$ cat config.mk
export PLATFORM = sky130hd
export DESIGN_NAME = fetch_queue
export DESIGN_NICKNAME = d
export VERILOG_FILES = /design/src/rtl/decode_pkg.sv /design/src/rtl/fetch_queue_branch_predecode.sv /design/src/rtl/fetch_queue.sv
export SDC_FILE = /design/constraint.sdc
export NUM_CORES = 1
export LEC_CHECK = 0
export BUFFER_PORTS_ARGS = -buffer_cell sky130_fd_sc_hd__buf_2
export CAP_MARGIN = 20
export CORE_MARGIN = 2
export CORE_UTILIZATION = 30
export CTS_BUF_LIST = sky130_fd_sc_hd__clkbuf_4
export DETAILED_ROUTE_END_ITERATION = 10
export GPL_TIMING_DRIVEN = 0
export HOLD_SLACK_MARGIN = 0.08
export SYNTH_ARGS = -nofsm -noshare
export SYNTH_HDL_FRONTEND = slang
export SYNTH_SLANG_ARGS = --single-unit
$ cat constraint.sdc
create_clock -name clk -period 14.8 [get_ports clk]
set_input_delay 0 -clock clk [delete_from_list [all_inputs] [get_ports clk]]
set_output_delay 0 -clock clk [all_outputs]
set_load 0.05 [all_outputs]
$ cat src/rtl/decode_pkg.sv
// decode_pkg: shared decode-side types and MIPS opcode/funct constants.
// Holds the fetch queue entry layout and helpers for instruction fields.
package decode_pkg;

    typedef logic [31:0] word_t;

    // Primary opcodes (instr[31:26])
    localparam logic [5:0] OP_SPECIAL = 6'b000000;
    localparam logic [5:0] OP_REGIMM  = 6'b000001;
    localparam logic [5:0] OP_J       = 6'b000010;
    localparam logic [5:0] OP_JAL     = 6'b000011;
    localparam logic [5:0] OP_BEQ     = 6'b000100;
    localparam logic [5:0] OP_BNE     = 6'b000101;
    localparam logic [5:0] OP_BLEZ    = 6'b000110;
    localparam logic [5:0] OP_BGTZ    = 6'b000111;

    // SPECIAL funct codes (instr[5:0])
    localparam logic [5:0] F_JR       = 6'b001000;
    localparam logic [5:0] F_JALR     = 6'b001001;

    // One fetched instruction as held in the fetch queue
    typedef struct packed {
        word_t pc;
        word_t instr;
        logic  exc;
        logic  is_branch;
    } fetch_entry_t;

    function automatic logic [5:0] instr_opcode(input word_t instr);
        return instr[31:26];
    endfunction

    function automatic logic [5:0] instr_funct(input word_t instr);
        return instr[5:0];
    endfunction

endpackage

$ cat src/rtl/fetch_queue_branch_predecode.sv
// branch_predecode: combinational branch/jump classifier for one instruction.
// Flags every control-transfer instruction that owns a delay slot.
module branch_predecode
    import decode_pkg::*;
(
    input  word_t instr,
    output logic  is_branch
);

    logic [5:0] op;
    logic [5:0] fn;

    assign op = instr_opcode(instr);
    assign fn = instr_funct(instr);

    // Opcode-class match, plus register jumps encoded under SPECIAL
    always_comb begin
        is_branch = 1'b0;
        unique case (op)
            OP_BEQ, OP_BNE, OP_BGTZ, OP_BLEZ,
            OP_REGIMM, OP_J, OP_JAL: is_branch = 1'b1;
            OP_SPECIAL:              is_branch = (fn == F_JR) || (fn == F_JALR);
            default:                 is_branch = 1'b0;
        endcase
    end

endmodule

$ cat src/rtl/fetch_queue.sv
// fetch_queue: circular instruction buffer between fetch and decode.
// Predecodes branches on enqueue and reports delay-slot membership on dequeue.
// Optional macro FETCH_QUEUE_BYPASS_EN adds a zero-latency enq->deq path
// when the queue is empty.
module fetch_queue
    import decode_pkg::*;
#(
    parameter int DEPTH = 8
) (
    input  logic                       clk,
    input  logic                       reset,
    input  logic                       flush,
    input  logic                       enq_valid,
    output logic                       enq_ready,
    input  logic [31:0]                enq_pc,
    input  logic [31:0]                enq_instr,
    input  logic                       enq_exc,
    output logic                       deq_valid,
    input  logic                       deq_ready,
    output logic [31:0]                deq_pc,
    output logic [31:0]                deq_instr,
    output logic                       deq_exc,
    output logic                       deq_in_delay_slot,
    output logic [$clog2(DEPTH):0]     count
);

    localparam int PW = $clog2(DEPTH);
    localparam int CW = PW + 1;
    localparam logic [CW-1:0] FULL_CNT = CW'(DEPTH);

    fetch_entry_t mem_q [DEPTH];
    fetch_entry_t mem_d [DEPTH];
    logic [PW-1:0] rd_ptr_q, rd_ptr_d;
    logic [PW-1:0] wr_ptr_q, wr_ptr_d;
    logic [CW-1:0] count_q, count_d;
    logic          last_branch_q, last_branch_d;

    logic          pd_branch;
    fetch_entry_t  enq_entry;
    fetch_entry_t  head;
    logic          empty, full, bypass;
    logic          enq_fire, deq_fire, wr_en, rd_en;

    branch_predecode u_predecode (
        .instr     (enq_instr),
        .is_branch (pd_branch)
    );

    // A faulting fetch carries no meaningful instruction, so it never opens a delay slot
    always_comb begin
        enq_entry.pc        = enq_pc;
        enq_entry.instr     = enq_instr;
        enq_entry.exc       = enq_exc;
        enq_entry.is_branch = pd_branch && !enq_exc;
    end

    assign empty = (count_q == '0);
    assign full  = (count_q == FULL_CNT);

`ifdef FETCH_QUEUE_BYPASS_EN
    assign bypass = empty && enq_valid && !flush;
`else
    assign bypass = 1'b0;
`endif

    assign head      = bypass ? enq_entry : mem_q[rd_ptr_q];
    assign enq_ready = !full;
    assign deq_valid = !empty || bypass;
    assign enq_fire  = enq_valid && enq_ready && !flush;
    assign deq_fire  = deq_valid && deq_ready && !flush;
    // A bypassed entry that is consumed immediately never touches storage
    assign wr_en     = enq_fire && !(bypass && deq_ready);
    assign rd_en     = deq_fire && !bypass;

    assign deq_pc            = head.pc;
    assign deq_instr         = head.exc ? 32'h0 : head.instr;
    assign deq_exc           = head.exc;
    assign deq_in_delay_slot = last_branch_q;
    assign count             = count_q;

    // Next-state: flush wins over any same-cycle enqueue/dequeue
    always_comb begin
        mem_d         = mem_q;
        rd_ptr_d      = rd_ptr_q;
        wr_ptr_d      = wr_ptr_q;
        count_d       = count_q;
        last_branch_d = last_branch_q;
        if (flush) begin
            rd_ptr_d      = '0;
            wr_ptr_d      = '0;
            count_d       = '0;
            last_branch_d = 1'b0;
        end else begin
            if (wr_en) begin
                mem_d[wr_ptr_q] = enq_entry;
                wr_ptr_d        = wr_ptr_q + 1'b1;
            end
            if (rd_en) begin
                rd_ptr_d = rd_ptr_q + 1'b1;
            end
            if (deq_fire) begin
                last_branch_d = head.is_branch;
            end
            unique case ({wr_en, rd_en})
                2'b10:   count_d = count_q + 1'b1;
                2'b01:   count_d = count_q - 1'b1;
                default: count_d = count_q;
            endcase
        end
    end

    // State registers; storage is cleared too so head outputs read 0 out of reset
    always_ff @(posedge clk or posedge reset) begin
        if (reset) begin
            for (int i = 0; i < DEPTH; i++) begin
                mem_q[i] <= '0;
            end
            rd_ptr_q      <= '0;
            wr_ptr_q      <= '0;
            count_q       <= '0;
            last_branch_q <= 1'b0;
        end else begin
            mem_q         <= mem_d;
            rd_ptr_q      <= rd_ptr_d;
            wr_ptr_q      <= wr_ptr_d;
            count_q       <= count_d;
            last_branch_q <= last_branch_d;
        end
    end

endmodule

==> results of run 1 <==
## logic make-up (layout without fill, tap and decap cells)
group	count (synthesis)	in the layout
fa+ha+maj	5	5
xor+xnor	5	5
other cells	0	4
simple gates	77	77
flops	539	539
buf+inv	103	643
compound gates	18	18
mux	726	726
## stage by stage
stage	total power, mW	setup slack [ps]	utilization (%)
floorplan	3.53	7470	-
global placement	3.98	4860	32.9
detailed placement	4.05	11620	33.2
CTS	5.48	10680	37.3
global route	5.70	10570	37.4
finish	5.38	10800	37.4
## per-layer routing
metal / share of wire [%] / global-route usage (%)
met5: 0.11 / 0
met4: 2.0 / 5.37
met3: 5.6 / 4.02
met2: 50 / 25.7
met1: 43 / 19.4
## worst max-delay path by stage
stage                            start                      to  slack [ps]  cells past startpoint
4_1_cts        rd_ptr_q[1]$_DFFE_PP0P_           deq_instr[27]       10680                      7
3_3_place_gp                     reset  mem_q[223]$_DFFE_PP0P_        4860                      2
6_report       rd_ptr_q[2]$_DFFE_PP0P_            deq_instr[0]       10800                      6
5_1_grt        rd_ptr_q[2]$_DFFE_PP0P_            deq_instr[0]       10570                      6
2_1_floorplan                    reset    count[0]$_DFFE_PP0P_        7470                      1
3_5_place_dp      count[1]$_DFFE_PP0P_    count[3]$_DFFE_PP0P_       11620                      9
## report_power, final
part,internal [mW],total (mW),switching [mW]
sequential,1.84,2.02,0.186
clock,0.757,1.37,0.610
combinational,0.836,1.99,1.16
## tightest hold or removal path, delay by kind of cell
family,cells,cell delay [ps]
buffers and inverters,2,720
AND/OR/NAND/NOR,3,390
## synthesized netlist by cell type, types with 3 or more instances
| master | count | area share (%) |
|---|---|---|
| a21oi_1 | 4 | 0.082 |
| buf_1 | 10 | 0.15 |
| buf_2 | 39 | 0.80 |
| buf_4 | 4 | 0.12 |
| buf_6 | 33 | 1.5 |
| clkbuf_1 | 16 | 0.25 |
| dfrtp_1 | 539 | 55 |
| ha_1 | 4 | 0.20 |
| mux2_2 | 560 | 26 |
| mux2i_1 | 34 | 1.4 |
| mux4_2 | 132 | 12 |
| nand2_1 | 9 | 0.14 |
| nand2b_1 | 3 | 0.077 |
| nand3_1 | 3 | 0.061 |
| nand4_2 | 3 | 0.15 |
| nor2_1 | 40 | 0.61 |
| nor2b_1 | 6 | 0.15 |
| nor4_1 | 3 | 0.077 |
| o21ai_0 | 4 | 0.082 |
| xor2_1 | 3 | 0.11 |
## layout make-up
type | instances | area, um^2 | share of cell area (%)
well taps | 1060 | 1330 | 4.41
diodes | 4 | 10.0 | 0.0333
plain buffers | 102 | 694 | 2.31
inverters | 1 | 7.51 | 0.0249
multi-input cells | 831 | 10300 | 34.1
clock inverters | 24 | 226 | 0.753
clock buffers | 220 | 1650 | 5.49
flip-flops and latches | 539 | 13500 | 44.8
repair buffers | 296 | 2420 | 8.05
## state kept, by name, indices dropped and copies added (netlist names)
| signal | flops |
|---|---|
| mem_q | 528 |
| rd_ptr_q | 3 |
| wr_ptr_q | 3 |
| deq_in_delay_slot | 1 |
| count | 4 |
==> impl_metrics.csv, run 1 <==
group,metric,value,unit
hold_path,whs_path_depth,5,
timing,final.setup_skew,44.7,ps
clock_tree,cts_hold_buf,143,
yosys,postSynthCellCount,1473,
clock_tree,cts_resized,0,
clock_tree,cts_setup_buffers,0,
timing,finalSetupTns,0,ps
timing,period_share,27.0,%
pwr,p_per_area,179,nW/um^2
critical_path,cp_max_fo,10,
final_layout,syn_to_final_growth,23.1,%
grt,gr-total-overflow,0,
final_layout,fin_cells,3077,
yosys,synth_seq_cells,539,
route,wl_per_cell,20.3,um
route,drt_first_iter_violations,647,
critical_path,critical_path_buf_inv_count,4,
route,dr.pass1.iters,6,
grt,grt_max_degree,46,
critical_path,reg2reg_depth,9,
timing,slew_viol_final,0,
critical_path,crit_family,"buffers and inverters",
timing,setup-violations-final,0,
timing,fmax,0.250,GHz
pwr,p_leak,13.9,nW
timing,slew_headroom,28.3,%
grt,grt_use_total,15.4,%
final_layout,layout_commonest_cell,"mux2_2",
clock_tree,cts_max_level,4,
timing,max_slew.worst_pin.slew,1080,ps
critical_path,rrSetupSlack,11570,ps
outcome,status,"completed",
yosys,ys_seq_area_share,55.2,%
route,vias,14700,
clock_tree,cts_tree,"yes",
final_layout,finalInstanceArea,30100,um^2
grt,grt_first_pass_wirelength,97.2,mm
critical_path,slowest_stage,"buf_1",
critical_path,path_cells,"clkbuf_1, buf_1, buf_1, mux2i_1, nor2_1, buf_2",
timing,post-route-min-period,4000,ps
yosys,ys_warn_count,0,
yosys,synth_top_family_by_area,"multiplexers",
route,ant_nets,0,
place,hpwlAfterDp,41.4,mm
die,die_h,289,um
critical_path,cp_common_cell,"buf_1",
critical_path,start_kind,"register",
clock_tree,clk_pin_slew,70,ps
flow_run,maxCapViolCount,0,
critical_path,crit_path_end_kind,"primary output",
final_layout,nNetsFinal,1992,
yosys,synthFlopType,"dfrtp_1",
yosys,synthAdderAreaFrac,0.287,%
timing,hold_ws,201,ps
route,vias_per_cell,4.77,
yosys,syn_avg_cell_area,16.6,um^2
yosys,synth-compound-area-share,0.527,%
yosys,async_reset_ff_share,100,%
clock_tree,cts-root-buf,"clkbuf_4",
yosys,synth_nets,1548,
yosys,synth_cell_type_count,40,
critical_path,crit_path_max_incr_delay,870,ps
hold_path,min_to,"count[3]$_DFFE_PP0P_",
pwr,irDropWorstVdd,0.136,mV
yosys,synth_edf_count,0,
yosys,synthXorXnorAreaFrac,0.179,%
critical_path,timing.rr.start,"count[1]$_DFFE_PP0P_",
final_layout,layout_common_cells,"mux2_2 (560), dfrtp_1 (539), clkbuf_4 (220), buf_2 (177), dlygate4sd3_1 (143)",
die,fp.dieArea,83800,um^2
timing,rsz0062_at_grt,"no",
timing,hold_violations,0,
critical_path,cp.arrival,4000,ps
die,start_util,30.4,%
place,gp_congestion,0.740,
final_layout,drive_gt1_share,57.7,%
die,row_count,104,
critical_path,r2r-end,"count[3]$_DFFE_PP0P_",
clock_tree,clock_latency,980,ps
clock_tree,clockBufferDepth,3,
yosys,muxShareOfSynthArea,39.3,%
die,die_w,289,um
yosys,syn_area,24500,um^2
route,route.detailed.drc,0,
grt,grt_pass1_vias,16300,
critical_path,worst-endpoint-required,14800,ps
route,wirelength,62.4,mm
critical_path,crit_type,"reg2out",
place,dp.cells,2686,
hold_path,min_path_type,"in2reg",
die,top_level_ports,142,
clock_tree,cts_buffers,146,
place,port_buffers,138,
place,post_dp_cell_area,26800,um^2
clock_tree,cts.sinks,539,
final_layout,fillers,7615,
hold_path,min_from,"enq_valid",
grt,antenna_found_initial,7,
die,core-area,80500,um^2
yosys,synthSimpleGateAreaFrac,1.65,%
No activity file was read; power rests on OpenSTA's default activity.
==> run 2: changes to the inputs <==
- clock period: 14.8 -> 3.8 ns (I/O delays scaled with it)
==> run 2 against run 1 <==
  * Clock skew up 4.1 ps
  * Via count up 0.22%
  * Setup slack worse by 10000 ps
  * Non-clock buffer count unchanged
  * Critical endpoint is now deq_pc[24]
==> impl_metrics.csv, run 2 (synthesis gave the netlist of run 1 again) <==
group,metric,value,unit
outcome,status,"completed",
clock_tree,cts.sinks,539,
place,gp_congestion,0.740,
critical_path,worst-endpoint-required,3800,ps
timing,fmax,0.287,GHz
clock_tree,cts-root-buf,"clkbuf_4",
flow_run,maxCapViolCount,0,
critical_path,start_kind,"register",
route,vias_per_cell,4.78,
die,row_count,104,
critical_path,cp.arrival,3490,ps
die,start_util,30.4,%
grt,grt_use_total,15.4,%
pwr,p_total,21.0,mW
grt,grt_max_degree,46,
route,route.detailed.drc,0,
pwr,sequentialPowerShare,37.6,%
pwr,power.internal,13.4,mW
critical_path,crit_type,"reg2out",
grt,gr-total-overflow,0,
route,drt-met1-wl,27.0,mm
route,wirelength,62.5,mm
critical_path,reg2reg_depth,9,
route,dr.pass1.iters,4,
die,die_h,289,um
timing,post-route-min-period,3490,ps
pwr,power_frac_comb,37.0,%
route,dr.max_layer_used,"met5",
hold_path,min_from,"enq_valid",
critical_path,timing.rr.start,"count[1]$_DFFE_PP0P_",
clock_tree,cts_max_level,4,
grt,grt_pass1_vias,16400,
critical_path,crit_path_end_kind,"primary output",
die,core-area,80500,um^2
pwr,p_leak,13.9,nW
critical_path,rrSetupSlack,570,ps
place,hpwlAfterDp,41.4,mm
final_layout,finalInstanceArea,30200,um^2
timing,final.setup_skew,48.8,ps
route,ant_nets,0,
pwr,p_per_area,696,nW/um^2
final_layout,largest_reg_flops,528,
critical_path,r2r-end,"count[3]$_DFFE_PP0P_",
die,die_w,289,um
hold_path,whs_path_depth,5,
timing,rsz0062_at_grt,"no",
pwr,irDropWorstVdd,0.530,mV
route,drt_first_iter_violations,637,
clock_tree,clockBufferDepth,3,
route,dr_wl_met2,31.0,mm
critical_path,cp_max_fo,10,
final_layout,syn_to_final_growth,23.3,%
clock_tree,clock_latency,970,ps
final_layout,layout_common_cells,"mux2_2 (560), dfrtp_1 (539), clkbuf_4 (221), buf_2 (174), dlygate4sd3_1 (143)",
hold_path,min_path_type,"in2reg",
timing,hold_ws,209,ps
clock_tree,clk_pin_slew,60,ps
timing,slew_viol_final,0,
clock_tree,cts_setup_buffers,0,
grt,grt_first_pass_wirelength,97.2,mm
pwr,p_clk_share,25.4,%
die,fp.dieArea,83800,um^2
final_layout,nNetsFinal,1992,
die,top_level_ports,142,
hold_path,min_to,"count[3]$_DFFE_PP0P_",
place,port_buffers,138,
route,wl_met3,3.13,mm
final_layout,top_register,"mem_q",
clock_tree,cts_tree,"yes",
place,post_dp_cell_area,26800,um^2
final_layout,drive_gt1_share,58.5,%
route,wl_per_cell,20.3,um
timing,slew_headroom,44.7,%
final_layout,layout_commonest_cell,"mux2_2",
timing,setup-violations-final,0,
timing,hold_violations,0,
final_layout,utilization,37.4,%
route,vias,14700,
pwr,power_switching,7.60,mW
pwr,swShare,36.2,%
grt,antenna_found_initial,7,
timing,max_slew.worst_pin.slew,830,ps
clock_tree,cts_buffers,146,
timing,period_share,91.8,%
-- run 2: cell count changes in the layout (fill, tap and decap cells not counted), sizes merged --
cell	change
diode	+1
clkbuf	+2
buf	-8
clkdlybuf4s15	+6
-- run 2: per-stage QoR --
step / worst slack, ps / cells / TNS (ps)
6_report: 311 / 3078 / 0
5_1_grt: 64.3 / 3075 / 0
4_1_cts: 13.9 / 3073 / 0
3_5_place_dp: 624 / 2686 / 0
3_3_place_gp: -6140 / 2671 / -3285980
2_1_floorplan: -3530 / 1473 / -1902660
-- run 2: repair_timing --
action,in CTS,in global routing
hold buffers,143,0
endpoints found under the hold margin,910,0
gates resized for setup,21,9
endpoints found under the setup margin,37,18
-- run 2: worst max-delay path, stage by stage (launching register included) --
cell      delay [ps]
dfrtp_1          350
buf_2            240
clkbuf_4         330
buf_4            300
buf_2            390
mux4_2           390
mux2_2           300
buf_2            220
-- run 2: power by group through the flow --
stage	logic, mW	registers, mW	clock network [mW]
after floorplan	5.93	7.80	0
final	7.77	7.88	5.32
after detailed placement	7.80	7.99	0
after global routing	8.32	8.06	5.86
after CTS	7.95	7.88	5.54
after global placement	7.64	7.88	0
-- run 2: worst max path at each step --
stage	startpoint	end
finish	rd_ptr_q[0]$_DFFE_PP0P_	deq_pc[24]
global route	rd_ptr_q[0]$_DFFE_PP0P_	deq_pc[29]
CTS	rd_ptr_q[2]$_DFFE_PP0P_	deq_instr[0]
detailed placement	count[1]$_DFFE_PP0P_	count[3]$_DFFE_PP0P_
global placement	reset	mem_q[157]$_DFFE_PP0P_
floorplan	reset	count[0]$_DFFE_PP0P_
-- run 2: layout make-up --
| type | instances | area, um^2 |
|---|---|---|
| fillers | 7606 | 50400 |
| flip-flops and latches | 539 | 13500 |
| multi-input cells | 831 | 10300 |
| repair buffers | 296 | 2420 |
| clock buffers | 220 | 1650 |
| well taps | 1060 | 1330 |
| plain buffers | 102 | 759 |
| clock inverters | 24 | 226 |
| diodes | 5 | 12.5 |
| inverters | 1 | 7.51 |
-- run 2: per-layer routing --
metal	up-vias	track usage, %
met1	7735	19.4
met3	122	4.02
li1	6518	-
met4	10	5.37
met2	320	25.8
met5	-	0
==> run 3: changes to the inputs <==
- ABC_AREA: default -> 1
==> run 3 against run 2 <==
  * Sequential power up 2%
  * First-iteration DRC count rose to 3.1 times the previous value
  * Largest cell class unchanged
  * Via count up 59%
  * Sequential cell count unchanged
  * Combinational power up 21%
==> impl_metrics.csv, run 3 <==
group,metric,value,unit
route,vias,23300,
yosys,syn_area,24900,um^2
pwr,irDropWorstVdd,0.593,mV
timing,setup-violations-final,0,
pwr,p_leak,14.8,nW
clock_tree,cts_buffers,148,
critical_path,rrSetupSlack,180,ps
timing,slew_headroom,40.8,%
critical_path,cp_max_fo,10,
pwr,p_clk_share,22.9,%
final_layout,layout_commonest_cell,"nand2_1",
grt,grt_first_pass_wirelength,137,mm
yosys,ys_warn_count,0,
route,wl_per_cell,18.7,um
critical_path,crit_path_max_incr_delay,640,ps
critical_path,slowest_stage,"clkbuf_1",
pwr,power.internal,12.5,mW
critical_path,crit_path_end_kind,"primary output",
yosys,postSynthCellCount,3052,
clock_tree,cts_max_level,4,
die,die_w,292,um
timing,hold_violations,0,
critical_path,worst-endpoint-required,3800,ps
yosys,synth_nets,3127,
pwr,power_frac_comb,41.7,%
yosys,synth_area_leaders,"dfrtp_1 (54%), o21ai_0 (14%), nand2_1 (12%), o21ai_1 (4.1%), inv_1 (4.0%)",
yosys,syn_avg_cell_area,8.17,um^2
flow_run,maxCapViolCount,0,
final_layout,largest_reg_flops,528,
timing,fmax,0.273,GHz
die,start_util,30.3,%
clock_tree,cts.sinks,539,
die,core-area,82200,um^2
timing,slew_viol_final,0,
place,hpwlAfterDp,61.3,mm
clock_tree,cts-root-buf,"clkbuf_4",
final_layout,drive_gt1_share,15.1,%
final_layout,layout_common_cells,"nand2_1 (781), o21ai_0 (697), dfrtp_1 (539), inv_1 (263), clkbuf_4 (218)",
yosys,synth_edf_count,0,
outcome,status,"completed",
route,wirelength,87.5,mm
clock_tree,clock_latency,1030,ps
critical_path,crit_type,"reg2out",
timing,final.setup_skew,58.0,ps
pwr,p_total,22.6,mW
timing,max_slew.worst_pin.slew,887,ps
grt,grt_max_degree,42,
clock_tree,cts_setup_buffers,0,
final_layout,multi_input_area,9320,um^2
route,ant_nets,0,
pwr,p_per_area,737,nW/um^2
yosys,synth_most_common_cell,"nand2_1",
route,drt_first_iter_violations,1949,
grt,gr-total-overflow,0,
final_layout,fillers,8683,
critical_path,r2r-end,"mem_q[182]$_DFFE_PP0P_",
route,vias_per_cell,4.98,
yosys,synth_top_area_cell,"dfrtp_1",
place,port_buffers,141,
yosys,synth_cell_type_count,36,
critical_path,timing.rr.start,"count[1]$_DFFE_PP0P_",
clock_tree,clk_pin_slew,70,ps
critical_path,path_cells,"inv_1, clkbuf_1, clkbuf_1, nand2_1, nand2_1, buf_2",
final_layout,ff_latch_area,13500,um^2
pwr,swShare,44.7,%
timing,rsz0062_at_grt,"no",
timing,post-route-min-period,3660,ps
route,dr.pass1.iters,5,
die,row_count,105,
pwr,power_switching,10.1,mW
place,gp_congestion,0.873,
hold_path,min_path_type,"in2async",
yosys,ys_seq_area_share,54.1,%
grt,grt_pass1_vias,23300,
die,top_level_ports,142,
grt,grt_use_total,20.7,%
yosys,async_reset_ff_share,100,%
final_layout,nNetsFinal,3591,
route,route.detailed.drc,0,
clock_tree,clockBufferDepth,3,
yosys,synthFlopType,"dfrtp_1",
place,dp.cells,4280,
timing,period_share,96.4,%
die,fp.dieArea,85400,um^2
timing,hold_ws,211,ps
yosys,synthTopCellsByCount,"nand2_1 (781), o21ai_0 (697), dfrtp_1 (539), inv_1 (264), o21ai_1 (205)",
die,die_h,292,um
final_layout,fin_cells,4689,
critical_path,start_kind,"register",
clock_tree,cts_tree,"yes",
final_layout,top_register,"mem_q",
final_layout,syn_to_final_growth,23.1,%
yosys,synth_seq_cells,539,
grt,antenna_found_initial,4,
critical_path,reg2reg_depth,14,
yosys,synth_top_area_share,54.1,%
critical_path,cp.arrival,3660,ps
pwr,sequentialPowerShare,35.4,%
run 3: cell count changes after synthesis, moves of 123 or more:
cell | previous run | this run
nand2_1 | 9 | 781
o21ai_0 | 4 | 697
mux2_2 | 560 | 0
inv_1 | 1 | 264
o21ai_1 | 0 | 205
mux4_2 | 132 | 0
a21oi_1 | 4 | 127
run 3: area by class of cell:
| type | instances | area share [%] |
|---|---|---|
| flip-flops and latches | 539 | 43.9 |
| plain buffers | 214 | 3.68 |
| multi-input cells | 2029 | 30.4 |
| well taps | 1070 | 4.36 |
| repair buffers | 315 | 8.51 |
| clock inverters | 30 | 0.465 |
| diodes | 8 | 0.0652 |
| inverters | 269 | 3.36 |
| clock buffers | 215 | 5.26 |
run 3: cells by family after synthesis:
group | synth area share [%]
compound gates | 21.4
xor+xnor | 0.0351
fa+ha+maj | 0.281
buf+inv | 8.59
flops | 54.1
simple gates | 15.6
run 3: power by group through the flow:
stage                     clock, mW  sequential (mW)  combinational, mW
final                          5.17             8.00               9.44
after global routing           5.57             8.17               10.3
after CTS                      5.26             7.98               9.40
after detailed placement          0             8.07               9.24
after global placement            0             8.07               9.11
after floorplan                   0             7.99               6.44
run 3: how the worst max path moves through the flow:
stage	end	startpoint	slack, ps
floorplan	count[0]$_DFFE_PP0P_	reset	-3530
finish	deq_pc[2]	rd_ptr_q[2]$_DFFE_PP0P_	140
global route	deq_pc[2]	rd_ptr_q[1]$_DFFE_PP0P_	2
detailed placement	deq_pc[31]	rd_ptr_q[0]$_DFFE_PP0P_	1080
global placement	mem_q[174]$_DFFE_PP0P_	reset	-7170
CTS	deq_pc[30]	rd_ptr_q[0]$_DFFE_PP0P_	30
run 3: layer usage:
layer	part of all wire, %	GRT usage (%)	vias to the layer above
met2	46	32.5	916
met1	44	27.9	11300
met4	2.8	7.58	4
met5	0.019	0	-
li1	-	-	10900
met3	7.6	4.77	150
run 3: worst max-delay path: cells and delay by family (launching register included):
kind                   cells  cell delay, ps
buffers and inverters      4            1850
AND/OR/NAND/NOR            2             320
flip-flops                 1             440
run 3: through the flow:
step | util, % | instance area, um^2 | setup slack, ps | TNS [ps]
floorplan | - | 24900 | -3530 | -1902660
global placement | 32.8 | 27000 | -7170 | -3841540
detailed placement | 33.2 | 27300 | 1080 | 0
CTS | 37.3 | 30600 | 29.1 | 0
global route | 37.3 | 30700 | 1.96 | 0
finish | 37.3 | 30700 | 137 | 0
run 3: repair_timing:
item                                    in CTS  in global routing
endpoints found under the setup margin       1                 21
hold buffers                               157                  0
gates cloned                                 0                  0
resized for setup                            0                 17
endpoints found under the hold margin     1040                  0
